--- src/rtl/mac_pkg.sv ---
// Shared definitions for the MAC result collector: FSM state encoding,
// MAC output width, 16-bit saturation bounds and default frame geometry.
package mac_pkg;

  localparam int MAC_OUT_W     = 27;
  localparam int FRAME_LEN_DEF = 256;
  localparam int PIPE_LAT_DEF  = 5;

  // Clamp bounds applied to a captured result when saturation is built in.
  localparam logic signed [MAC_OUT_W-1:0] SAT_MAX = 27'sd32767;
  localparam logic signed [MAC_OUT_W-1:0] SAT_MIN = -27'sd32768;

  // Collector FSM: waiting for a frame, waiting out the MAC pipeline,
  // counting frame operations until the final result is on mac_out.
  typedef enum logic [1:0] {
    ST_IDLE = 2'd0,
    ST_LAT  = 2'd1,
    ST_ACC  = 2'd2
  } state_e;

endpackage

--- src/rtl/mac_res_fifo2.sv ---
// Two-entry result FIFO. The head always lives in r_mem0, so o_data never
// moves while the consumer stalls. A push into a full FIFO is only dropped
// when there is no pop in the same cycle; o_drop flags that case.
//
// Handshake: o_valid means r_mem0 holds a result; an entry leaves only on a
// cycle where o_valid && i_pop, and i_pop with o_valid low does nothing.
module mac_res_fifo2 #(
  parameter int W = 27
) (
  input  logic         clk,
  input  logic         rst,
  input  logic         i_push,
  input  logic [W-1:0] i_data,
  input  logic         i_pop,
  output logic [W-1:0] o_data,
  output logic         o_valid,
  output logic         o_drop
);

  logic [W-1:0] r_mem0;
  logic [W-1:0] r_mem1;
  logic [1:0]   r_count;
  logic         w_pop;
  logic         w_full;

  assign w_pop   = i_pop && (r_count != 2'd0);
  assign w_full  = (r_count == 2'd2);
  assign o_drop  = i_push && w_full && !w_pop;
  assign o_data  = r_mem0;
  assign o_valid = (r_count != 2'd0);

  // Occupancy and storage update; pops shift the second entry into the head.
  always_ff @(posedge clk) begin
    if (!rst) begin
      r_mem0  <= '0;
      r_mem1  <= '0;
      r_count <= 2'd0;
    end else begin
      case (r_count)
        2'd0: begin
          if (i_push) begin
            r_mem0  <= i_data;
            r_count <= 2'd1;
          end
        end
        2'd1: begin
          if (i_push && w_pop) begin
            r_mem0 <= i_data;
          end else if (i_push) begin
            r_mem1  <= i_data;
            r_count <= 2'd2;
          end else if (w_pop) begin
            r_count <= 2'd0;
          end
        end
        2'd2: begin
          if (w_pop) begin
            r_mem0 <= r_mem1;
            if (i_push) begin
              r_mem1 <= i_data;
            end else begin
              r_count <= 2'd1;
            end
          end
        end
        default: r_count <= 2'd0;
      endcase
    end
  end

endmodule

--- src/rtl/mac_result_collector.sv ---
// MAC result collector: follows a MAC frame from its start pulse, samples
// the rounded accumulator output when the last operation's result arrives,
// and queues it in a 2-entry FIFO with a sticky overrun flag.
// Optional build macro: RESULT_SAT_EN clamps captured results to 16 bits
// and reports clamping on res_sat; without it res_sat is constant 0.
module mac_result_collector
  import mac_pkg::*;
#(
  parameter int FRAME_LEN = FRAME_LEN_DEF,
  parameter int PIPE_LAT  = PIPE_LAT_DEF
) (
  input  logic                        clk,
  input  logic                        rst,
  input  logic                        start,
  input  logic signed [MAC_OUT_W-1:0] mac_out,
  output logic [MAC_OUT_W-1:0]        res_data,
  output logic                        res_sat,
  output logic                        res_valid,
  input  logic                        res_ready,
  output logic                        busy,
  output logic                        overrun,
  output logic [7:0]                  frame_cnt
);

  localparam logic [4:0] PL_W = 5'(PIPE_LAT);
  localparam logic [8:0] FL_W = 9'(FRAME_LEN);

  state_e     r_state;
  logic [3:0] r_cyc_cnt;
  logic [8:0] r_op_cnt;
  logic       r_overrun;
  logic [7:0] r_frame_cnt;

  logic [4:0] w_cyc_inc;
  logic       w_capture;
  logic       w_drop;

  // cyc_cnt is the number of cycles elapsed since the start cycle. The first
  // result is on mac_out PIPE_LAT cycles after start, so ACC (op_cnt=1) is
  // entered as soon as the elapsed count for the next cycle reaches PIPE_LAT;
  // with PIPE_LAT=1 that is straight from IDLE.
  assign w_cyc_inc = {1'b0, r_cyc_cnt} + 5'd1;
  assign w_capture = (r_state == ST_ACC) && (r_op_cnt == FL_W);

  // Frame tracking FSM and its cycle/operation counters.
  always_ff @(posedge clk) begin
    if (!rst) begin
      r_state   <= ST_IDLE;
      r_cyc_cnt <= 4'd0;
      r_op_cnt  <= 9'd0;
    end else begin
      case (r_state)
        ST_IDLE: begin
          if (start) begin
            r_cyc_cnt <= 4'd1;
            r_state   <= (PL_W == 5'd1) ? ST_ACC : ST_LAT;
            r_op_cnt  <= (PL_W == 5'd1) ? 9'd1 : 9'd0;
          end
        end
        ST_LAT: begin
          r_cyc_cnt <= w_cyc_inc[3:0];
          if (w_cyc_inc == PL_W) begin
            r_state  <= ST_ACC;
            r_op_cnt <= 9'd1;
          end
        end
        ST_ACC: begin
          if (w_capture) begin
            r_state   <= ST_IDLE;
            r_cyc_cnt <= 4'd0;
            r_op_cnt  <= 9'd0;
          end else begin
            r_op_cnt <= r_op_cnt + 9'd1;
          end
        end
        default: r_state <= ST_IDLE;
      endcase
    end
  end

`ifdef RESULT_SAT_EN
  localparam int ENTRY_W = MAC_OUT_W + 1;
  logic                 w_sat;
  logic [MAC_OUT_W-1:0] w_cap_data;
  logic [ENTRY_W-1:0]   w_fifo_in;
  logic [ENTRY_W-1:0]   w_fifo_out;

  // Clamp the captured value to the signed 16-bit range.
  always_comb begin
    w_sat      = 1'b0;
    w_cap_data = mac_out;
    if (mac_out > SAT_MAX) begin
      w_sat      = 1'b1;
      w_cap_data = SAT_MAX;
    end else if (mac_out < SAT_MIN) begin
      w_sat      = 1'b1;
      w_cap_data = SAT_MIN;
    end
  end

  assign w_fifo_in = {w_sat, w_cap_data};
  assign res_sat   = w_fifo_out[MAC_OUT_W];
  assign res_data  = w_fifo_out[MAC_OUT_W-1:0];
`else
  localparam int ENTRY_W = MAC_OUT_W;
  logic [ENTRY_W-1:0] w_fifo_in;
  logic [ENTRY_W-1:0] w_fifo_out;

  assign w_fifo_in = mac_out;
  assign res_sat   = 1'b0;
  assign res_data  = w_fifo_out;
`endif

  mac_res_fifo2 #(
    .W (ENTRY_W)
  ) u_fifo (
    .clk     (clk),
    .rst     (rst),
    .i_push  (w_capture),
    .i_data  (w_fifo_in),
    .i_pop   (res_ready),
    .o_data  (w_fifo_out),
    .o_valid (res_valid),
    .o_drop  (w_drop)
  );

  // Frame counter counts every capture, dropped or not; overrun is sticky.
  always_ff @(posedge clk) begin
    if (!rst) begin
      r_frame_cnt <= 8'd0;
      r_overrun   <= 1'b0;
    end else begin
      if (w_capture) begin
        r_frame_cnt <= r_frame_cnt + 8'd1;
      end
      if (w_drop) begin
        r_overrun <= 1'b1;
      end
    end
  end

  assign busy      = (r_state != ST_IDLE);
  assign overrun   = r_overrun;
  assign frame_cnt = r_frame_cnt;

endmodule
--- config.mk ---
export PLATFORM = sky130hd
export DESIGN_NAME = mac_result_collector
export DESIGN_NICKNAME = d
export VERILOG_FILES = /design/src/rtl/mac_pkg.sv /design/src/rtl/mac_res_fifo2.sv /design/src/rtl/mac_result_collector.sv
export SDC_FILE = /design/constraint.sdc
export NUM_CORES = 1
export LEC_CHECK = 0
export CAP_MARGIN = 30
export CORE_ASPECT_RATIO = 2
export CORE_UTILIZATION = 52
export DETAILED_ROUTE_END_ITERATION = 12
export PLACE_DENSITY_LB_ADDON = 0.3
export SLEW_MARGIN = 25
export SYNTH_ARGS = -nofsm -noshare
export SYNTH_HDL_FRONTEND = slang
export SYNTH_SLANG_ARGS = --single-unit
export TNS_END_PERCENT = 100
--- constraint.sdc ---
create_clock -name clk -period 2.99 [get_ports clk]
set_clock_uncertainty 0.1 [all_clocks]
set_input_delay 0.598 -clock clk [delete_from_list [all_inputs] [get_ports clk]]
set_output_delay 0.598 -clock clk [all_outputs]
set_load 0.03 [all_outputs]
==> metrics.md, run 1 <==
| Metric | Value |
|---|---|
| Vias per inst | `5.630` |
| Gr usage total | `23.28%` |
| CTS Hold Bufs | `0` |
| P&R area growth vs syn | `26.52%` |
| Least-Margin Pin Slew | `0.6971 ns` |
| Max Used Layer | `met4` |
| Number of global-route vias before repair | `3199` |
| Max IR drop VDD | `351.7 uV` |
| PortBufs | `68` |
| Fin Setup TNS | `0 ns` |
| Fin nets | `548` |
| Synth top area cells | `dfxtp_1 41%, mux2i_1 7.8%, a211oi_2 7.4%` |
| Post-Synthesis Net Count | `487` |
| Count of final hold-check violations | `0` |
| Final ANT Viol Nets | `0` |
| CTS Sinks | `80` |
| Crit path capture type | `primary output` |
| Routed via count | `3378` |
| First-pass GRT wire length | `14290 um` |
| Critical path fanouts, max | `4` |
| Drt first-iter violations | `203` |
| Die area | `0.007820 mm^2` |
| Largest net degree at the start of global routing | `55` |
| Die Ht | `124.1 um` |
| Slew HR | `53.21%` |
| CTS Root Cell | `clkbuf_16` |
| Max-cap violations | `0` |
| Worst-path clk slew | `0.06 ns` |
| Unrepaired setup endpoints after global routing | `false` |
| Drt drc | `0` |
| Clock power frac | `43.4%` |
| Placed cells | `584` |
| WL met3 | `364 um` |
| Synth Cell Area | `0.003874 mm^2` |
| Critical path class | `register to primary output` |
| Seq pwr share | `45.8%` |
| Fmax | `0.3981 GHz` |
| Hold Crit Depth | `2` |
| CP peak stage delay | `0.67 ns` |
| Worst endpoint data arrival time | `1.81 ns` |
| WL final | `8558 um` |
| PwrDens | `486.4 mW/mm^2` |
| Met2 WL | `4583 um` |
| Critical path required time | `2.29 ns` |
| Final HPWL DP | `5844 um` |
| Final slew viol count | `0` |
| Switching power | `0.0005933 W` |
| Std cell rows | `44` |
| Clock latency on the worst-skew pair | `0.34 ns` |
| Distinct cells, synth | `45` |
| Crit-path most repeated cell | `inv_1` |
| Syn. warnings | `0` |
| Reg2Reg Depth | `6` |
| Worst min path class | `register to register` |
| Grt total ovfl | `0` |
| Core area | `0.007212 mm^2` |
| Mean Syn Cell Area | `8.764 um^2` |
| Sequential element share of the synthesized area | `41.34%` |
| Status | `completed` |
| Delay-heaviest family, CP | `buffers and inverters` |
| # setup viols final | `0` |
| Top cell type's share of synthesized area | `41.34%` |
| Cell count along the critical path | `4` |
| Nature of the critical path startpoint | `register` |
| Int Power | `0.001791 W` |
| Clock buffer depth | `2` |
| Static Leak | `1.617 nW` |
| Die X | `63.03 um` |
| Combinational share of power | `10.8%` |
| Share of layout cells above drive strength 1 | `10.04%` |
| CTS tree | `yes` |
| Ports | `70` |
| Post-cts sizing count | `0` |
| Tmin final | `2.512 ns` |
| Initial core utilization | `53.71%` |
| Final instance count without filler cells | `600` |
| Buffers plus inverters on the worst setup path | `3` |
| Sw Share | `24.89%` |
| CTS H-tree lvls | `3` |
| Setup bufs post-CTS | `0` |
| WL/cell | `14.26 um` |
| Antenna violations before repair | `0` |
| Worst path slowest cell | `clkdlybuf4s50_1` |
| Gate Count Post-Synth | `442` |
| Cell taking the most area after synthesis | `dfxtp_1` |
| Diodes inserted | `0` |
| Routability-driven placement congestion ratio | `0.8423` |
| WL met1 | `3486 um` |
| CP Cell Sequence | `inv_1 > ha_1 > inv_1 > clkdlybuf4s50_1` |
| DRT Pass-1 Iters | `6` |
| Part of the cycle the worst path needs | `84.01%` |
| Total CTS buffers | `9` |
| Synthesized flop and latch total | `80` |
final cells by class:
type                    instances  area [um^2]
clock buffers                  12        256.5
clock inverters                 4        28.78
fillers                       570         2311
inverters                      16        60.06
multi-input cells             320         2073
flip-flops and latches         80         1602
well taps                      92        115.1
repair buffers                 76        765.7
stage by stage:
step	power (W)	util (%)	hold WS [ns]	cell area, um^2	setup WS (ns)
after floorplan	0.001269	-	0.3360	3874	0.8168
after global placement	0.001363	64.00	0.3406	4616	0.6128
after detailed placement	0.001372	64.00	0.3476	4616	0.5253
after CTS	0.002401	67.96	0.3552	4901	0.4713
after global routing	0.002471	67.96	0.3805	4901	0.3904
final	0.002384	67.96	0.3509	4901	0.4780
power groups by stage:
stage                     registers [W]  clock network (W)  logic (W)
after floorplan                 0.00111                  0   0.000157
after global placement          0.00112                  0   0.000248
after detailed placement        0.00112                  0   0.000256
after CTS                       0.00109            0.00105   0.000258
after global routing            0.00110            0.00109   0.000284
final                           0.00109            0.00103   0.000257
state kept, by name, indices dropped and copies added, names as in the netlist:
name / count
frame_cnt: 8
r_state: 2
r_op_cnt: 9
r_cyc_cnt: 4
overrun: 1
u_fifo.r_count: 2
u_fifo.r_mem1: 27
u_fifo.o_data: 27
worst reg2reg max path: cells and delay by family, from the launching register on:
| family | cells | cell delay, ns |
|---|---|---|
| AOI/OAI and AO/OA | 2 | 0.36 |
| buffers and inverters | 1 | 0.30 |
| DFF | 1 | 0.37 |
| and+or+nand+nor | 3 | 1.22 |
final timing paths:
path                     startpoint  slack (ns)           endpoint
hold reg to reg   u_fifo.r_mem1[23]        0.35  u_fifo.r_mem1[23]
hold / removal    u_fifo.r_mem1[23]        0.35  u_fifo.r_mem1[23]
setup reg to reg        r_op_cnt[2]        0.55   u_fifo.o_data[7]
setup / recovery  u_fifo.r_count[0]        0.48          res_valid
Yosys cell counts (all sizes together):
master and instances:
a211o 1, a211oi 27, a21boi 1, a21oi 41
a22oi 1, a2bb2oi 1, and2 1, and3 5
and4 3, buf 11, clkbuf 15, conb 1
dfxtp 80, ha 14, inv 16, mux2i 30
nand2 72, nand2b 4, nand3 7, nand4 13
nand4bb 1, nor2 42, nor2b 7, nor3 4
nor3b 1, nor4 2, o2111ai 1, o211ai 5
o21a 1, o21ai 18, o22ai 1, o31ai 1
o32ai 1, o41ai 2, or3 2, or4 2
xnor2 2, xor2 5
kinds of logic after synthesis:
logic type               Yosys count  share of synthesized area, %
AND/OR/NAND/NOR                  166                         19.93
XOR/XNOR                           7                         1.583
AO/OA/AOI/OAI                    102                         19.57
buffers and inverters             42                         5.200
other                              1                       0.09681
adder cells (fa/ha/maj)           14                         4.522
flip-flops                        80                         41.34
multiplexers                      30                         7.752
cells in the final DEF (no fill, tap or decap), types with 3 or more instances in the layout:
master	count
nor2_1	42
dfxtp_1	80
o21ai_0	16
nor3_1	3
ha_1	13
buf_4	6
inv_1	15
nand2b_1	4
clkdlybuf4s50_1	68
nand3_1	7
a211oi_1	4
o211ai_1	5
clkbuf_16	9
a211oi_2	23
nand4_1	13
nor2b_1	7
nand2_1	72
a21oi_1	41
mux2i_1	30
xor2_1	5
and4_1	3
and3_1	5
routing by layer:
layer,global-route usage [%],vias to the layer above
met4,11.77,0
met3,5.128,9
met1,25.06,1608
met2,42.07,97
met5,0,-
li1,-,1664
(Power assumes the default switching activity.)
==> inputs of run 2 (changes only) <==
- CORE_UTILIZATION: 52 -> 47
- clock period: 2.99 -> 2.2 ns (I/O delays scaled with it)
==> run 2 against run 1 <==
Effect of this change:
- global-route usage fell by 1.4 points
- worst setup slack got worse by 0.41 ns
- hold slack improved by 0.0013 ns
- register-to-register slack got worse by 0.48 ns
- critical endpoint is now u_fifo.o_data[18]
- largest cell class unchanged
==> metrics.md, run 2 (synthesis gave the netlist of run 1 again) <==
| Metric | Value |
|---|---|
| Status | `completed (unchanged)` |
| Total CTS buffers | `9 (unchanged)` |
| Most common cell after layout, fill and taps aside | `dfxtp_1 (unchanged)` |
| Vias per inst | `5.490 (was 5.630)` |
| Number of global-route vias before repair | `3302 (was 3199)` |
| PortBufs | `68 (unchanged)` |
| CTS H-tree lvls | `3 (unchanged)` |
| Count of final hold-check violations | `0 (unchanged)` |
| Seq pwr share | `44.4% (was 45.8%)` |
| WL final | `9615 um (was 8558 um)` |
| Die X | `66.20 um (was 63.03 um)` |
| Fin worst setup slack | `0.06744 ns (was 0.4780 ns)` |
| Combinational share of power | `11.4% (was 10.8%)` |
| Pre-CTS setup slack | `-0.02958 ns (was 0.5253 ns)` |
| Routability-driven placement congestion ratio | `0.8279 (was 0.8423)` |
| Final ANT Viol Nets | `0 (unchanged)` |
| Clock power frac | `44.2% (was 43.4%)` |
| Worst endpoint data arrival time | `2.28 ns (was 1.81 ns)` |
| Diodes inserted | `0 (unchanged)` |
| Static Leak | `1.793 nW (was 1.617 nW)` |
| Routed via count | `3448 (was 3378)` |
| Part of the cycle the worst path needs | `96.93%` |
| Final HPWL DP | `6103 um (was 5844 um)` |
| Clock latency on the worst-skew pair | `0.33 ns (was 0.34 ns)` |
| Max IR drop VDD | `395.6 uV (was 351.7 uV)` |
| Std cell rows | `46 (was 44)` |
| Crit path capture type | `register (was primary output)` |
| Overall Power | `0.003329 W (was 0.002384 W)` |
| CTS tree | `yes (unchanged)` |
| Gr usage total | `21.90% (was 23.28%)` |
| Worst-path clk slew | `0.06 ns (about the same)` |
| Drt first-iter violations | `210 (was 203)` |
| Hold_ws | `0.3522 ns (was 0.3509 ns)` |
| CTS Sinks | `80 (unchanged)` |
| Fin nets | `573 (was 548)` |
| Worst min path class | `register to register (unchanged)` |
| Initial core utilization | `48.77% (was 53.71%)` |
| Placed Area | `0.004821 mm^2 (was 0.004616 mm^2)` |
| Critical path required time | `2.35 ns (was 2.29 ns)` |
| CTS Hold Bufs | `0 (unchanged)` |
| DRT Pass-1 Iters | `4 (was 6)` |
| Least-Margin Pin Slew | `0.6089 ns (was 0.6971 ns)` |
| Die area | `0.008631 mm^2 (was 0.007820 mm^2)` |
| Ports | `70 (unchanged)` |
| Grt total ovfl | `0 (unchanged)` |
| Final slew viol count | `0 (unchanged)` |
| # setup viols final | `0 (unchanged)` |
| Critical path fanouts, max | `13 (was 4)` |
| First-pass GRT wire length | `14640 um (was 14290 um)` |
| Drt drc | `0 (unchanged)` |
| Core area | `0.007943 mm^2 (was 0.007212 mm^2)` |
| Clock buffer depth | `2 (unchanged)` |
| Share of layout cells above drive strength 1 | `14.85% (was 10.04%)` |
| Tmin final | `2.133 ns` |
| WL/cell | `15.31 um (was 14.26 um)` |
| CP Cell Sequence | `or4_4 > or3_4 > o32ai_4 > buf_12 > clkbuf_16 > nor2_1 > a211oi_2 (was inv_1 > ha_1 > inv_1 > clkdlybuf4s50_1)` |
| P&R area growth vs syn | `35.14% (was 26.52%)` |
| Final Instance Area | `0.005235 mm^2 (was 0.004901 mm^2)` |
| Sw Share | `24.02% (was 24.89%)` |
| Worst path slowest cell | `or4_4 (was clkdlybuf4s50_1)` |
| Die Ht | `130.4 um (was 124.1 um)` |
| CTS Root Cell | `clkbuf_16 (unchanged)` |
| Largest net degree at the start of global routing | `53 (was 55)` |
| Max-cap violations | `0 (unchanged)` |
| Int Power | `0.002530 W (was 0.001791 W)` |
| Fmax | `0.4689 GHz` |
| Switching power | `0.0007996 W (was 0.0005933 W)` |
| Nature of the critical path startpoint | `register (unchanged)` |
| Antenna violations before repair | `0 (unchanged)` |
| Slew HR | `59.35% (was 53.21%)` |
| Most frequent cells in the layout | `80 x dfxtp_1, 72 x nand2_1, 66 x clkdlybuf4s50_1 (was 80 x dfxtp_1, 72 x nand2_1, 68 x clkdlybuf4s50_1)` |
| CP peak stage delay | `0.53 ns (was 0.67 ns)` |
| PwrDens | `636.0 mW/mm^2 (was 486.4 mW/mm^2)` |
| Critical path class | `register to register (was register to primary output)` |
-- run 2: path summary, 6_finish.rpt --
kind / start / depth (start not counted) / to / slack (ns)
worst max-delay path: r_op_cnt[2] / 7 / u_fifo.o_data[18] / 0.07
worst min-delay path: u_fifo.r_mem1[11] / 2 / u_fifo.r_mem1[11] / 0.35
worst max register to register: r_op_cnt[2] / 7 / u_fifo.o_data[18] / 0.07
worst min register to register: u_fifo.r_mem1[11] / 2 / u_fifo.r_mem1[11] / 0.35
-- run 2: stage by stage --
step,cells,utilization [%],setup TNS [ns]
floorplan,442,-,0
global placement,608,60.70,-0.005154
detailed placement,608,60.70,-0.1115
CTS,623,64.37,0
global route,628,65.91,-0.1032
finish,628,65.91,0
-- run 2: area by class of cell --
class | count | area, um^2
Clock buffer | 12 | 246.5
Inverter | 16 | 60.06
Multi-Input combinational cell | 320 | 2095
Timing Repair Buffer | 101 | 1070
Fill cell | 653 | 2708
Clock inverter | 3 | 42.54
Tap cell | 96 | 120.1
Sequential cell | 80 | 1602
-- run 2: per-layer routing --
metal  share of wire, %  GRT usage (%)  wire length (um)
met1                 39          23.93              3747
met2                 56          40.58              5411
met3                3.2          3.993               307
met4                1.5          8.511               149
met5                  0              0                 0
-- run 2: power by group through the flow --
stage,logic [W],registers (W),clock network (W)
2_1_floorplan,0.000213,0.00151,0
3_3_place_gp,0.000375,0.00151,0
3_5_place_dp,0.000379,0.00151,0
4_1_cts,0.000379,0.00148,0.00149
5_1_grt,0.000419,0.00148,0.00156
6_report,0.000379,0.00148,0.00147
-- run 2: repair_timing --
item	CTS	global route
cloned	0	4
endpoints found under the setup margin	3	32
setup buffers	0	1
gates resized for setup	3	4
pin swaps	0	1
-- run 2: critical path, delay by kind of cell (launching register included) --
family	cells	cell delay (ns)
compound gates	2	0.35
buf+inv	2	0.34
flops	1	0.31
simple gates	3	0.95
